`src/rtl/router_fsm_np.sv`:
```
// Control FSM for a 1:N packet router: header decode, load sequencing, full stall and soft-reset abort.
// Optional WAIT_TILL_EMPTY timeout is enabled by defining ROUTER_WAIT_TMO_EN.
module router_fsm_np #(
  parameter int N_PORTS  = 3,
  parameter int ADDR_W   = 2,
  parameter int TMO_W    = 8,
  parameter int WAIT_TMO = 255
) (
  input  logic               clock,
  input  logic               resetn,
  input  logic               pkt_valid,
  input  logic [ADDR_W-1:0]  data_in,
  input  logic               fifo_full,
  input  logic [N_PORTS-1:0] fifo_empty,
  input  logic [N_PORTS-1:0] soft_reset,
  input  logic               parity_done,
  input  logic               low_packet_valid,
  output logic [ADDR_W-1:0]  dest_sel,
  output logic               detect_add,
  output logic               lfd_state,
  output logic               ld_state,
  output logic               laf_state,
  output logic               full_state,
  output logic               rst_int_reg,
  output logic               write_enb_reg,
  output logic               busy,
  output logic               wait_abort,
  output logic [2:0]         state_dbg_o
);

  localparam logic [2:0] DECODE_ADDRESS    = 3'd0;
  localparam logic [2:0] LOAD_FIRST_DATA   = 3'd1;
  localparam logic [2:0] LOAD_DATA         = 3'd2;
  localparam logic [2:0] WAIT_TILL_EMPTY   = 3'd3;
  localparam logic [2:0] FIFO_FULL_STATE   = 3'd4;
  localparam logic [2:0] LOAD_AFTER_FULL   = 3'd5;
  localparam logic [2:0] LOAD_PARITY       = 3'd6;
  localparam logic [2:0] CHECK_PARITY_ERR  = 3'd7;

  localparam int NSEL = 1 << ADDR_W;

  // Source handshake: pkt_valid qualifies data_in; while busy=1 the source must
  // hold its current byte, and a byte is consumed on every edge with busy=0.

  logic [2:0]        state_q, state_d;
  logic [ADDR_W-1:0] dest_q, dest_d;
  logic [NSEL-1:0]   empty_pad;
  logic              hit;
  logic              e_da;
  logic              e_sel;
  logic              any_soft;
  logic              tmo_hit;

  // Pad the empty flags to the full address range so any address indexes safely.
  always_comb begin
    empty_pad = '0;
    for (int i = 0; i < N_PORTS; i++) begin
      empty_pad[i] = fifo_empty[i];
    end
  end

  assign hit      = ({1'b0, data_in} < (ADDR_W + 1)'(N_PORTS));
  assign e_da     = empty_pad[data_in];
  assign e_sel    = empty_pad[dest_q];
  assign any_soft = |soft_reset;

  always_comb begin
    state_d = state_q;
    dest_d  = dest_q;
    case (state_q)
      DECODE_ADDRESS: begin
        if (pkt_valid && hit) begin
          dest_d  = data_in;
          state_d = e_da ? LOAD_FIRST_DATA : WAIT_TILL_EMPTY;
        end
      end
      LOAD_FIRST_DATA: state_d = LOAD_DATA;
      LOAD_DATA: begin
        if (fifo_full)       state_d = FIFO_FULL_STATE;
        else if (!pkt_valid) state_d = LOAD_PARITY;
      end
      WAIT_TILL_EMPTY: begin
        if (e_sel)        state_d = LOAD_FIRST_DATA;
        else if (tmo_hit) state_d = DECODE_ADDRESS;
      end
      FIFO_FULL_STATE: begin
        if (!fifo_full) state_d = LOAD_AFTER_FULL;
      end
      LOAD_AFTER_FULL: begin
        if (parity_done)           state_d = DECODE_ADDRESS;
        else if (low_packet_valid) state_d = LOAD_PARITY;
        else                       state_d = LOAD_DATA;
      end
      LOAD_PARITY:      state_d = CHECK_PARITY_ERR;
      CHECK_PARITY_ERR: state_d = fifo_full ? FIFO_FULL_STATE : DECODE_ADDRESS;
      default:          state_d = DECODE_ADDRESS;
    endcase
    // Any port's soft reset aborts the packet; the latched destination is kept.
    if (any_soft) begin
      state_d = DECODE_ADDRESS;
      dest_d  = dest_q;
    end
  end

  always_ff @(posedge clock or negedge resetn) begin
    if (!resetn) begin
      state_q <= DECODE_ADDRESS;
      dest_q  <= '0;
    end else begin
      state_q <= state_d;
      dest_q  <= dest_d;
    end
  end

`ifdef ROUTER_WAIT_TMO_EN
  logic [TMO_W-1:0] cnt_q, cnt_d;
  logic             abort_q, abort_d;

  // Counter is zero outside WAIT_TILL_EMPTY, so it starts from zero on entry.
  assign tmo_hit = (state_q == WAIT_TILL_EMPTY) && (cnt_q == TMO_W'(WAIT_TMO - 1));
  assign cnt_d   = ((state_q == WAIT_TILL_EMPTY) && !any_soft) ? cnt_q + 1'b1 : '0;
  assign abort_d = tmo_hit && !e_sel && !any_soft;

  always_ff @(posedge clock or negedge resetn) begin
    if (!resetn) begin
      cnt_q   <= '0;
      abort_q <= 1'b0;
    end else begin
      cnt_q   <= cnt_d;
      abort_q <= abort_d;
    end
  end

  assign wait_abort = abort_q;
`else
  logic unused_cfg;

  assign tmo_hit    = 1'b0;
  assign wait_abort = 1'b0;
  assign unused_cfg = ^{TMO_W[0], WAIT_TMO[0]};
`endif

  assign dest_sel      = dest_q;
  assign detect_add    = (state_q == DECODE_ADDRESS);
  assign lfd_state     = (state_q == LOAD_FIRST_DATA);
  assign ld_state      = (state_q == LOAD_DATA);
  assign laf_state     = (state_q == LOAD_AFTER_FULL);
  assign full_state    = (state_q == FIFO_FULL_STATE);
  assign rst_int_reg   = (state_q == CHECK_PARITY_ERR);
  assign write_enb_reg = (state_q == LOAD_DATA) || (state_q == LOAD_PARITY) ||
                         (state_q == LOAD_AFTER_FULL);
  assign busy          = !((state_q == DECODE_ADDRESS) || (state_q == LOAD_DATA));
  assign state_dbg_o   = state_q;

endmodule

```
`config.mk`:
```
export PLATFORM = sky130hd
export DESIGN_NAME = router_fsm_np
export DESIGN_NICKNAME = d
export VERILOG_FILES = /design/src/rtl/router_fsm_np.sv
export SDC_FILE = /design/constraint.sdc
export NUM_CORES = 1
export LEC_CHECK = 0
export ABC_CLOCK_PERIOD_IN_PS = 1370
export CAP_MARGIN = 30
export CORE_MARGIN = 4
export CORE_UTILIZATION = 31
export DETAILED_ROUTE_END_ITERATION = 8
export PLACE_DENSITY = 0.72
export SETUP_SLACK_MARGIN = 0.5
export SKIP_LAST_GASP = 1
export SLEW_MARGIN = 20
export SYNTH_ARGS = -nofsm -noshare
export SYNTH_HDL_FRONTEND = slang
export SYNTH_SLANG_ARGS = --single-unit
```
`constraint.sdc`:
```
create_clock -name clock -period 1.37 [get_ports clock]
set_input_delay 0.274 -clock clock [delete_from_list [all_inputs] [get_ports clock]]
set_output_delay 0.274 -clock clock [all_outputs]
set_load 0.01 [all_outputs]
```
# After elaboration in Yosys (flattened, before gate mapping)
# Index checks and enable logic that the tools add are counted.
[totals]
reg_bits = 5
latch_bits = 0
ramBits = 0
romBits = 0
inputBits = 14
output_inout_bits = 14
word_cells = 41
memories = 0
[op_classes]
n_addsub = 0
n_mul = 0
n_div = 0
magnitude_cmp = 3
n_eq_ne = 11
shift = 0
muxes = 15
bitwise = 1
n_reduce_logical = 9
[ops]
columns = ["cell", "count"]
rows = [
  ["3-bit two-way mux", 9],
  ["3-bit one-hot mux with 8 select lines", 1],
  ["3-bit == test (second input constant)", 4],
  ["3-bit by 2-bit == test with 1-bit output (second input constant)", 2],
  ["2-bit by 3-bit < comparator with 1-bit output (second input constant)", 2],
  ["1-bit binary-select mux with 2-bit select", 2],
  ["4-bit by 3-bit != test with 1-bit output (second input constant)", 1],
  ["4-bit AND reduction", 1],
  ["3-bit by 1-bit == test with 1-bit output (second input constant)", 1],
  ["3-bit zero test", 1],
  ["1-bit logical OR", 3],
  ["3-bit by 1-bit != test with 1-bit output (second input constant)", 1],
  ["3-bit by 2-bit != test with 1-bit output (second input constant)", 1],
  ["3-bit != test (second input constant)", 1],
  ["3-bit AND reduction", 1],
  ["3-bit OR reduction", 1],
  ["2-bit < comparator (second input constant)", 1],
  ["1-bit two-way mux", 2],
  ["2-bit two-way mux", 1],
  ["1-bit logical AND", 1],
  ["1-bit zero test", 1],
  ["1-bit NOT", 1],
]

# Longest topological paths before layout
[depth]
depth_word = 6
depth_mapped = 5
ltp_nobuf = 4

# Worst setup path after synthesis
# No wires, ideal clock.
[synth_timing]
path_kind = "reg2reg"
start = "register state_q[2] (netlist: state_dbg_o[2])"
end = "register dest_q[0] (netlist: dest_sel[0])"
setup_ns = 0.121
arrival_ns = 1.356
required_ns = 1.249
slack_ns = -0.107
stages_incl_launch_ff = 5
path_buffers = 1
synth_period_minus_slack_ns = 1.477
path_cell_list = "dfrtp_1 > buf_4 > nor3_1 > nand3_1 > o22a_1"
[synth_between]
elab_chain_cells = 2
[synth_lines]
columns = ["element", "line", "rtl"]
rows = [
  ["start: declaration", "45", "logic [2:0] state_q, state_d;"],
  ["start signal: assignment", "110", "state_q <= state_d;"],
  ["3-bit zero test", "--", ""],
  ["named net detect_add", "19", "output logic detect_add,"],
  ["3-bit AND reduction (no source line)", "--", ""],
  ["end signal: assignment", "111", "dest_q <= dest_d;"],
  ["end: declaration", "46", "logic [ADDR_W-1:0] dest_q, dest_d;"],
]
# The timed path passes the listed nets, and every way through them passes these cells.
# A chain may end at the register's enable or synchronous reset.

# Worst setup path in the final report
[layout_timing]
start = "register state_q[2] (netlist: state_dbg_o[2])"
end = "output detect_add"
[layout_between]
elab_chain_cells = 1
[layout_lines]
columns = ["element", "line", "rtl"]
rows = [
  ["3-bit zero test", "144", "assign detect_add = (state_q == DECODE_ADDRESS);"],
  ["end: declaration", "19", ""],
]
# No other way between the ends.

==> reports/qor.json <==
{
  "top_layer": {"value": "met4"},
  "fin_tns_setup": {"value": -0.830, "unit": "ns"},
  "dieArea": {"value": 2030, "unit": "sq um"},
  "violations_in_the_final_reports": {"value": "negative setup slack"},
  "worst_setup_path_startpoint": {"value": "state_dbg_o[2]"},
  "first_pass_iters": {"value": 4},
  "worst_r2r_startpoint": {"value": "state_dbg_o[2]"},
  "synth_top_area_cell": {"value": "sky130_fd_sc_hd__dfrtp_1"},
  "syn-instance-count": {"value": 49},
  "worstSetupEndpointType": {"value": "primary output"},
  "final_nets": {"value": 116},
  "die_w": {"value": 45.1, "unit": "um"},
  "track_usage": {"value": 18.0, "unit": "%"},
  "total_placed_instance_area": {"value": 806, "unit": "sq um"},
  "via_count_of_the_first_global_routing_pass": {"value": 606},
  "die_height": {"value": 45.1, "unit": "um"},
  "yosysWarnings": {"value": 0},
  "initial_core_utilization": {"value": 32.8, "unit": "%"},
  "grt_pass1_wl": {"value": 2620, "unit": "um"},
  "place.detailed.hpwl": {"value": 1120, "unit": "um"},
  "setup.worst_path.start_class": {"value": "flop"},
  "clock-sinks": {"value": 5},
  "power_frac_clock": {"value": 29.4, "unit": "%"},
  "htreeDepth": {"value": 1},
  "io_pins": {"value": 28},
  "coreArea": {"value": 1300, "unit": "sq um"},
  "finalHoldViolCount": {"value": 0},
  "clkSlewWorstSetupHoldPaths": {"value": 0.04, "unit": "ns"},
  "clockRootBuffer": {"value": "sky130_fd_sc_hd__clkbuf_4"},
  "cap_viol_max_count": {"value": 0},
  "globalplace.congestion": {"value": 0.820},
  "power_switching_share": {"value": 29.4, "unit": "%"},
  "rsz_0062_raised_after_global_routing": {"value": "yes"},
  "num_vias": {"value": 606},
  "internal-power": {"value": 394, "unit": "uW"},
  "clk-insertion-delay-late": {"value": 0.24, "unit": "ns"},
  "power_density": {"value": 544, "unit": "nW/um^2"},
  "required": {"value": 1.10, "unit": "ns"},
  "timing.final.setup_violations": {"value": 11},
  "run_status": {"value": "finished, violations left"},
  "ir_drop": {"value": 0.586, "unit": "mV"},
  "crit_fanout": {"value": 6},
  "drt_drc_violations_left": {"value": 0},
  "detailroute.wirelength.met3": {"value": 109, "unit": "um"},
  "worst_hold_path_type": {"value": "primary input to asynchronous set/reset pin"},
  "grt_max_degree": {"value": 7},
  "drt_first_iter_violations": {"value": 14},
  "p_switching": {"value": 164, "unit": "uW"},
  "std_cell_rows": {"value": 13},
  "antenna-diode-count": {"value": 0},
  "synth_cell_type_count": {"value": 30},
  "power.combinational.fraction": {"value": 37.1, "unit": "%"},
  "synth.top_cell.area_share": {"value": 29.3, "unit": "%"},
  "viasPerCell": {"value": 5.22},
  "post-route-util": {"value": 78.8, "unit": "%"},
  "routedWlPerCell": {"value": 14.9, "unit": "um"},
  "syn-cell-area": {"value": 427, "unit": "sq um"},
  "fmax": {"value": 663, "unit": "MHz"},
  "routedLengthMet1": {"value": 711, "unit": "um"},
  "cts-root-to-sink-buffers": {"value": 2},
  "drive_above_1_share": {"value": 64.4, "unit": "%"},
  "drt-total-wl": {"value": 1730, "unit": "um"},
  "area_growth_syn_to_layout": {"value": 140, "unit": "%"},
  "post_synth_main_area_contributors": {"value": "sky130_fd_sc_hd__dfrtp_1, sky130_fd_sc_hd__mux2i_1, sky130_fd_sc_hd__nor2_1, sky130_fd_sc_hd__o22a_1, sky130_fd_sc_hd__o21ai_0"},
  "clock_skew": {"value": 0.000641, "unit": "ns"},
  "design_area": {"value": 1030, "unit": "sq um"},
  "fin_crit_period": {"value": 1.51, "unit": "ns"},
  "ant_nets": {"value": 0},
  "postLayoutSetupSlackWorst": {"value": -0.138, "unit": "ns"},
  "wl_met2": {"value": 890, "unit": "um"},
  "postSynthRegisterBits": {"value": 5},
  "share_seq_of_total_power": {"value": 33.5, "unit": "%"},
  "final_min_period_over_clock_period": {"value": 110, "unit": "%"},
  "leakage_power_of_the_design": {"value": 0.477, "unit": "nW"},
  "crit_type": {"value": "flop to primary output"},
  "globalRouteOverflowTotal": {"value": 0},
  "placement.io_buffers": {"value": 26},
  "ctsHoldBuffers": {"value": 0},
  "number_of_antenna_violations_at_the_first_check_in_global_routing": {"value": 0},
  "numCtsBuffers": {"value": 3},
  "cts_tree": {"value": "built"},
  "max_slew_violations": {"value": 0},
  "syn-num-nets": {"value": 63},
  "postSynthAreaPerCell": {"value": 8.71, "unit": "sq um"},
  "worst_ep_arrival_time": {"value": 1.23, "unit": "ns"},
  "synth_sequential_area_ratio": {"value": 29.3, "unit": "%"}
}
synthesized netlist by cell type, drive strengths merged:
cell type / instances
a2111oi: 1
a211oi: 1
a21boi: 1
a21o: 1
a21oi: 2
a41o: 1
and3: 3
and3b: 1
buf: 3
conb: 1
dfrtp: 5
inv: 3
mux2i: 2
nand2: 1
nand3: 1
nand3b: 1
nor2: 5
nor2b: 1
nor3: 3
o21a: 1
o21ai: 3
o221ai: 1
o22a: 2
o31ai: 1
o41ai: 1
or2: 3
layout by cell type (no fill, tap or decap), types with 2 or more instances in the layout:
cell type | Yosys | layout
sky130_fd_sc_hd__o21ai_0 | 3 | 2
sky130_fd_sc_hd__buf_2 | 0 | 6
sky130_fd_sc_hd__buf_6 | 1 | 21
sky130_fd_sc_hd__mux2i_1 | 2 | 2
sky130_fd_sc_hd__nor2_1 | 5 | 3
sky130_fd_sc_hd__dfrtp_2 | 0 | 3
sky130_fd_sc_hd__or2_4 | 1 | 3
sky130_fd_sc_hd__nor3_4 | 0 | 2
sky130_fd_sc_hd__and3_4 | 0 | 2
sky130_fd_sc_hd__o22a_1 | 2 | 2
sky130_fd_sc_hd__clkdlybuf4s50_1 | 0 | 9
sky130_fd_sc_hd__clkbuf_4 | 0 | 3
sky130_fd_sc_hd__dlygate4sd2_1 | 0 | 4
sky130_fd_sc_hd__buf_4 | 2 | 11
sky130_fd_sc_hd__dfrtp_1 | 5 | 2
metal layers:
| layer | track usage, % | up-vias |
|---|---|---|
| met5 | 0 | - |
| met2 | 30.8 | 27 |
| met4 | 7.60 | 0 |
| met3 | 2.39 | 4 |
| li1 | - | 284 |
| met1 | 22.4 | 291 |
state kept, by name, indices dropped and copies added (netlist names):
| signal | count |
|---|---|
| state_dbg_o | 3 |
| dest_sel | 2 |
layout make-up:
| cell class | instances | area [sq um] |
|---|---|---|
| sequential | 5 | 129 |
| fill | 93 | 275 |
| inverter | 3 | 16.3 |
| multi-input combinational | 38 | 362 |
| tap | 15 | 18.8 |
| timing repair buffer | 51 | 474 |
| clock buffer | 4 | 26.3 |
worst max-delay path: stages (launching register included):
cell                      delay (ns)
sky130_fd_sc_hd__dfrtp_2        0.44
sky130_fd_sc_hd__buf_6          0.14
sky130_fd_sc_hd__buf_6          0.11
sky130_fd_sc_hd__nor3_4         0.16
sky130_fd_sc_hd__buf_2          0.16
logic make-up (layout without fill, tap and decap cells):
family / after synthesis / in the layout / share of synthesized area [%]
AOI/OAI and AO/OA: 16 / 16 / 29.9
buffers and inverters: 6 / 58 / 8.80
DFF: 5 / 5 / 29.3
muxes: 2 / 2 / 4.69
other: 1 / 1 / 0.879
and+or+nand+nor: 19 / 19 / 26.4
timing repair:
action	CTS	global route
endpoints found under the setup margin	18	18
resized for setup	79	18
pin swaps	5	7
setup buffers	10	3
path summary, 6_finish.rpt:
kind	slack, ns	cells after the start	end
max	-0.14	4	detect_add
max reg2reg	-0.09	5	state_dbg_o[1]
min reg2reg	0.57	1	dest_sel[1]
min in group clock	0.49	4	state_dbg_o[0]
min	0.25	1	dest_sel[1]
max in group asynchronous	0.92	1	state_dbg_o[2]
through the flow:
step / worst slack [ns] / power [mW] / hold slack (ns) / instances
floorplan: 0.0520 / 0.259 / -0.0216 / 49
global placement: -0.284 / 0.371 / 0.511 / 99
detailed placement: -0.337 / 0.373 / 0.509 / 99
CTS: -0.150 / 0.543 / 0.253 / 113
global route: -0.190 / 0.595 / 0.255 / 116
finish: -0.138 / 0.558 / 0.252 / 116
power by group through the flow:
| stage | clock (mW) | sequential [mW] | combinational [mW] |
|---|---|---|---|
| 3_5_place_dp | 0 | 0.188 | 0.184 |
| 3_3_place_gp | 0 | 0.187 | 0.184 |
| 5_1_grt | 0.181 | 0.191 | 0.222 |
| 4_1_cts | 0.172 | 0.185 | 0.186 |
| 6_report | 0.164 | 0.187 | 0.207 |
| 2_1_floorplan | 0 | 0.192 | 0.0670 |
No activity file was read; power rests on OpenSTA's default activity.
